**src/rtl/div_unit.sv**
```systemverilog
// div_unit: sequential signed 32-bit divider (MIPS DIV) for the multicycle datapath.
// Restoring shift-subtract on operand magnitudes, sign fix on the completing edge.
// Quotient -> Lo, remainder -> Hi. Optional macro DIV_ZERO_TRAP_EN enables the
// early divide-by-zero exit and the DivZero flag; without it DivZero is always 0
// and B==0 yields Lo=32'hFFFFFFFF, Hi=A after the full 32 iterations.
module div_unit #(
  parameter logic [5:0] STATE_DIV  = 6'd38,
  parameter logic [5:0] STATE_DIV2 = 6'd39
) (
  input  logic        Clk,
  input  logic        Reset,
  input  logic [5:0]  State,
  input  logic [31:0] A,
  input  logic [31:0] B,
  output logic [31:0] Hi,
  output logic [31:0] Lo,
  output logic        EndDivFlag,
  output logic        DivZero
);

  logic [32:0] rem_q, rem_d;
  logic [31:0] quo_q, quo_d;
  logic [31:0] dvs_q, dvs_d;
  logic [5:0]  cnt_q, cnt_d;
  logic        qneg_q, qneg_d;
  logic        rneg_q, rneg_d;
  logic        busy_q, busy_d;
  logic        bzero_q, bzero_d;
  logic [31:0] hi_q, hi_d;
  logic [31:0] lo_q, lo_d;
  logic        end_q, end_d;
  logic        dz_q, dz_d;

  logic [31:0] abs_a, abs_b;
  logic [32:0] sh_rem, step_rem;
  logic [31:0] sh_quo, step_quo;
  logic        fits;

  // Operand magnitudes; 32'h80000000 maps to itself, read as unsigned.
  assign abs_a = A[31] ? (32'd0 - A) : A;
  assign abs_b = B[31] ? (32'd0 - B) : B;

  // One restoring step: shift {rem,quo} left, subtract divisor when it fits.
  // The partial remainder is always below dvs, so rem_q[32] is 0 before the shift.
  assign sh_rem   = {rem_q[31:0], quo_q[31]};
  assign sh_quo   = {quo_q[30:0], 1'b0};
  assign fits     = (sh_rem >= {1'b0, dvs_q});
  assign step_rem = fits ? (sh_rem - {1'b0, dvs_q}) : sh_rem;
  assign step_quo = {sh_quo[31:1], fits};

  // Next-state logic: load on DIV, iterate on DIV2 while busy, hold otherwise.
  always_comb begin
    rem_d   = rem_q;
    quo_d   = quo_q;
    dvs_d   = dvs_q;
    cnt_d   = cnt_q;
    qneg_d  = qneg_q;
    rneg_d  = rneg_q;
    busy_d  = busy_q;
    bzero_d = bzero_q;
    hi_d    = hi_q;
    lo_d    = lo_q;
    end_d   = end_q;
    dz_d    = dz_q;
    if (State == STATE_DIV) begin
      rem_d   = 33'd0;
      quo_d   = abs_a;
      dvs_d   = abs_b;
      cnt_d   = 6'd0;
      qneg_d  = A[31] ^ B[31];
      rneg_d  = A[31];
      bzero_d = (B == 32'd0);
      busy_d  = 1'b1;
      end_d   = 1'b0;
      dz_d    = 1'b0;
    end else if (State == STATE_DIV2 && busy_q) begin
`ifdef DIV_ZERO_TRAP_EN
      if (bzero_q) begin
        dz_d   = 1'b1;
        end_d  = 1'b1;
        busy_d = 1'b0;
      end else
`endif
      begin
        rem_d = step_rem;
        quo_d = step_quo;
        cnt_d = cnt_q + 6'd1;
        if (cnt_q == 6'd31) begin
          busy_d = 1'b0;
          end_d  = 1'b1;
          // With a zero divisor every step "fits", so the raw remainder path
          // already rebuilds A; only the quotient needs forcing.
          if (bzero_q)
            lo_d = 32'hFFFF_FFFF;
          else
            lo_d = qneg_q ? (32'd0 - step_quo) : step_quo;
          hi_d = rneg_q ? (32'd0 - step_rem[31:0]) : step_rem[31:0];
        end
      end
    end
  end

  // State registers; synchronous reset has priority over State.
  always_ff @(posedge Clk) begin
    if (Reset) begin
      rem_q   <= 33'd0;
      quo_q   <= 32'd0;
      dvs_q   <= 32'd0;
      cnt_q   <= 6'd0;
      qneg_q  <= 1'b0;
      rneg_q  <= 1'b0;
      busy_q  <= 1'b0;
      bzero_q <= 1'b0;
      hi_q    <= 32'd0;
      lo_q    <= 32'd0;
      end_q   <= 1'b0;
      dz_q    <= 1'b0;
    end else begin
      rem_q   <= rem_d;
      quo_q   <= quo_d;
      dvs_q   <= dvs_d;
      cnt_q   <= cnt_d;
      qneg_q  <= qneg_d;
      rneg_q  <= rneg_d;
      busy_q  <= busy_d;
      bzero_q <= bzero_d;
      hi_q    <= hi_d;
      lo_q    <= lo_d;
      end_q   <= end_d;
      dz_q    <= dz_d;
    end
  end

  assign Hi         = hi_q;
  assign Lo         = lo_q;
  assign EndDivFlag = end_q;
  assign DivZero    = dz_q;

endmodule

```
**config.mk**
```make
export PLATFORM = sky130hd
export DESIGN_NAME = div_unit
export DESIGN_NICKNAME = d
export VERILOG_FILES = /design/src/rtl/div_unit.sv
export SDC_FILE = /design/constraint.sdc
export NUM_CORES = 1
export LEC_CHECK = 0
export CAP_MARGIN = 20
export CORE_ASPECT_RATIO = 2
export CORE_MARGIN = 5
export CORE_UTILIZATION = 50
export DETAILED_ROUTE_END_ITERATION = 12
export GPL_ROUTABILITY_DRIVEN = 0
export PLACE_DENSITY = 0.73
export SLEW_MARGIN = 20
export SYNTH_ARGS = -nofsm -noshare
export SYNTH_HDL_FRONTEND = slang
export SYNTH_SLANG_ARGS = --single-unit
```
**constraint.sdc**
```tcl
create_clock -name Clk -period 14.2 [get_ports Clk]
set_input_delay 2.84 -clock Clk [delete_from_list [all_inputs] [get_ports Clk]]
set_output_delay 2.84 -clock Clk [all_outputs]
set_load 0.02 [all_outputs]
```
* After elaboration in Yosys (flattened, before gate mapping)
Cells that the tools add are included. Widths: inputs -> output; s select.
Word-level totals: register bits after elaboration 171, output and inout bits 66, bits of input ports 72
Cells by class: $add $sub $neg 6, eq/ne operators 3, reduce and logical (&&, ||, !) cells 8, bitwise logic cells 2, mux-type cells 11, $lt $le $gt $ge 1
Operators by type and width (number):
- $mux 32 | 8
- $sub 1x32->32 const A | 4
- $ge 33x32->1 | 1
- $logic_not 32->1 | 1
- $sub 32x32->32 | 1
- $eq 6x6->1 const B | 2
- $add 6x1->6 const B | 1
- $eq 6x5->1 const B | 1
- $reduce_and 2->1 | 2
- $reduce_bool 2->1 | 2
- $mux 1 | 3
- $reduce_and 3->1 | 1
- $reduce_or 2->1 | 1
- $logic_and 1x1->1 | 1
- $not 1->1 | 1
- $xor 1x1->1 | 1

* Depth between registers and ports, before layout
depth after elaboration 4, gate-level depth with buffers 22

* Worst setup path before layout
OpenSTA, ideal clock, no wires.
path type input to register, start in B[4], end reg dvs_q[30], cell stages on the path 9, arrival time 5851 ps, data required time 14114 ps, path slack 8263 ps, cells stage by stage nor4_1 nand3_1 or4_1 or4_1 or4_1 or4_1 o21ai_0 xor2_1 a211oi_1
On the way: cells in the longest elaborated chain, start to end 2
Ends and longest elaborated chain:
- start: declaration | RTL line 14 | input logic [31:0] B,
- $sub 1x32->32 | RTL line 41 | assign abs_b = B[31] ? (32'd0 - B) : B;
- $mux 32 | RTL line 41
- end signal: assignment | RTL line 121 | dvs_q <= dvs_d;
- end: declaration | RTL line 23 | logic [31:0] dvs_q, dvs_d;
Every way passes these cells. A chain may end at the register's enable or synchronous reset.

* Worst setup path in the final report
start in B[2], end reg dvs_q[30]
Same word-level chain as after synthesis.

==> results.md <==
- Status: finished, final reports clean
- Initial antenna violation count: 0
- Adder-cell share of the synthesized area: 4.158%
- Worst setup path class: input pin to flop
- Number of port buffers: 136
- Int Power: slightly below 0.9 mW
- Final Setup Violations: 0
- Core Area: 23130 um^2
- Setup Buffers After CTS: 0
- Drt first-iter violations: 675
- Max IR drop VDD: 0.09739 mV
- R2R depth: 17
- Final Hold Viols: 0
- CTS Root Cell: clkbuf_16
- Logic pwr share: 22.2%
- Clock share of power: 39.9%
- DR pass1 iterations: 8
- Slowest cell on crit path: or4_1
- Io pins: 138
- Post-synthesis cell count: 1549
- Most common cell in the netlist: nand2_1
- Syn Nets: 1659
- Buf/Inv on CP: 1
- Post-Place Worst Slack: about 7.4 ns
- Wire per inst: about 20 um
- Finished Core Util: 59.47%
- Xor/xnor share of the synthesized area: 9.274%
- Max-slew violation total from the final report: 0
- Min cycle time layout: 6.360 ns
- Initial core utilization: about half
- Dominant combinational cell family by area after synthesis: compound AO/OA/AOI/OAI gates
- Cell family with most CP delay: simple AND/OR/NAND/NOR gates
- Tcrit/Tclk final: 44.79%
- TritonCTS buffer count: 17
- Htree depth: 4
- Pwr dens: a little over 90 nW/um^2
- Routed vias: 12056
- Antenna Nets Post-Route: 0
- Antenna diodes: 0
- Global-route wire length before repair: 61.51 mm
- Switching share of total power: a little under a third
- Switching power: 0.4014 mW
- Crit path DAT: between 6 and 7 ns
- Nets: 1739
- Gr usage total: between 20% and 30%
- Final setup margin: a little under 8 ns
- Hold Startpoint: Hi[6]
- Slowest stage delay, CP: approximately 0.56 ns
- Multi-input gate area: approximately 7700 um^2
- Final Skew: between 0.007 and 0.008 ns
- Cell row count: 79
- Share of layout cells above drive strength 1: 4.750%
- EDFF count, synth: 0
- Post-synthesis simple-gate area fraction: 22.47%
- Complex-gate fraction of the synthesized area: 27.59%
- CTS tree: done
- Critical Path Source Type: input pin
- R2r setup slk: 8.49 ns
- CTS max path bufs: 2
- Clock Sinks: 171
- WL final: slightly below 40 mm
- Largest net degree at the start of global routing: 70
- Vias in the first global route: 11845
- Hold Path Class: flop to flop
- Yosys top cell area share: 29.47%
- Vias per cell: 6.263
- LEAKAGE: around 5 nW
- RSZ-0062 raised after global routing: no
- Post-CTS Resized: 0
- Hold Path End: Hi[6]
- Hpwl dp: ~29 mm
- DRC: 0
- Die area: 26570 um^2
- Fmax: 157.2 MHz
- Mux cell area share after synthesis: 2.122%
- Worst R2R End: Hi[26]
- Ys flop type: dfxtp_1
- Top cell by count, worst path: or4_1
- Tightest Pin Transition: between 0.8 and 0.9 ns
- P&R area growth vs syn: 18.41%
- Clk pin slew, worst setup/hold paths: approximately 0.070 ns
- Netlist cell types: 75
- Syn avg cell area: 7.499 um^2
- Filler Cell Count: 2194
- Hold-fix buffers at CTS: 0
- Max cap viols: 0
- Post-synthesis sequential area ratio: a little under 30%
- Part of the power in registers: 37.9%
- WHS Path Cells: 2
- Relative slew slack: 39.72%
- Synthesized area: around 12000 um^2
- Crit-path cells: clkdlybuf4s50_1 -> nor4_1 -> nand3_1 -> or4_1 -> or4_1 -> or4_1 -> or4_1 -> o21ai_0 -> xor2_1 -> a211oi_1
- Async SR Flop Fraction: 0%
- Worst setup EP type: flop
- Crit path max fanout: 6
- FF-to-FF Start: dvs_q[26]
- Synth top area cells: dfxtp_1 29%, nand2_1 6.6%, nor2_1 5.7%, xor2_1 5.4%, a21oi_1 4.7%
- Die X: between 100 and 150 um
- Fin Setup TNS: 0 ns
- Yosys top cell by area: dfxtp_1
- Flops & latches, synth: 171
- Synth Warn #: 0
- Commonest cells post-synth: 203 x nand2_1, 175 x nor2_1, 171 x dfxtp_1
- Storage element area: 3423 um^2
- Grt ovf: 0
- Clock latency on the worst-skew pair: 0.45 ns
- Die H: 225.6 um
- Worst EP required: 14.57 ns
==> placed cells by master (no fill, tap or decap), types with 14 or more instances in the layout <==
cell	synthesis	final
nand2_1	203	203
nor2_1	175	173
dfxtp_1	171	171
clkdlybuf4s50_1	0	134
a21oi_1	110	110
o21ai_0	105	105
xor2_1	71	71
a211oi_1	66	66
inv_1	53	53
xnor2_1	52	52
a311oi_1	42	42
ha_1	37	37
o31ai_1	35	35
nand3_1	31	31
nor3_1	29	28
or4_1	25	25
or3_1	22	22
mux2i_1	19	19
buf_4	1	19
clkbuf_16	0	17
nor4_1	15	15
nand4_1	14	14
==> worst register-to-register path: cells and delay by family (launching register included) <==
kind / cells / cell delay (ns)
AO/OA/AOI/OAI: 7 / 2.28
AND/OR/NAND/NOR: 4 / 1.14
adder cells (fa/ha/maj): 2 / 0.75
buffers and inverters: 2 / 0.53
multiplexers: 1 / 0.38
flip-flops: 1 / 0.33
XOR/XNOR: 1 / 0.18
==> power by group through the flow <==
stage | clock network, mW | logic (mW) | registers (mW)
floorplan | 0 | 0.184 | 0.494
global placement | 0 | 0.275 | 0.495
detailed placement | 0 | 0.276 | 0.495
CTS | 0.516 | 0.279 | 0.484
global route | 0.538 | 0.306 | 0.484
finish | 0.510 | 0.283 | 0.484
==> kinds of logic (layout without fill, tap and decap cells) <==
group | Yosys count | count (layout)
AO/OA/AOI/OAI | 476 | 476
adder cells (fa/ha/maj) | 38 | 38
AND/OR/NAND/NOR | 568 | 568
other | 1 | 1
XOR/XNOR | 123 | 123
multiplexers | 24 | 24
flip-flops | 171 | 171
buffers and inverters | 148 | 241
==> worst max path at each step <==
stage | from | slack [ns] | cells past startpoint | to
finish | B[2] | 7.84 | 10 | dvs_q[30]
global route | B[2] | 7.55 | 10 | dvs_q[30]
CTS | B[2] | 7.89 | 10 | dvs_q[30]
detailed placement | B[2] | 7.44 | 10 | dvs_q[30]
global placement | B[2] | 7.46 | 10 | dvs_q[28]
floorplan | B[4] | 8.26 | 9 | dvs_q[30]
==> per-stage QoR <==
stage / instance area, um^2 / power (mW) / hold slack (ns) / std cells
2_1_floorplan: 11620 / 0.6782 / 0.4400 / 1549
3_3_place_gp: 13130 / 0.7705 / 0.4426 / 1893
4_1_cts: 13760 / 1.278 / 0.4594 / 1925
3_5_place_dp: 13130 / 0.7715 / 0.4496 / 1893
6_report: 13750 / 1.277 / 0.4525 / 1925
5_1_grt: 13750 / 1.327 / 0.4779 / 1925
==> registers in the layout (all words and copies together) (netlist names) <==
signal      flops
Hi             32
Lo             32
dvs_q          32
quo_q          32
rem_q          32
cnt_q           6
EndDivFlag      1
busy_q          1
bzero_q         1
qneg_q          1
rneg_q          1
==> area by class of cell <==
cell class / instances / area share (%)
Multi-Input combinational cell: 1230 / 55.63
Sequential cell: 171 / 24.89
Timing Repair Buffer: 154 / 10.83
Clock buffer: 19 / 3.293
Tap cell: 283 / 2.574
Inverter: 55 / 1.501
Clock inverter: 13 / 1.292
==> metal layers <==
metal	share of wire, %	vias to the layer above	global-route usage (%)
li1	-	5821	-
met1	35	5612	28.45
met2	53	472	53.26
met3	5.3	151	5.501
met4	6.9	0	19.26
met5	0	-	0
(Power assumes the default switching activity.)
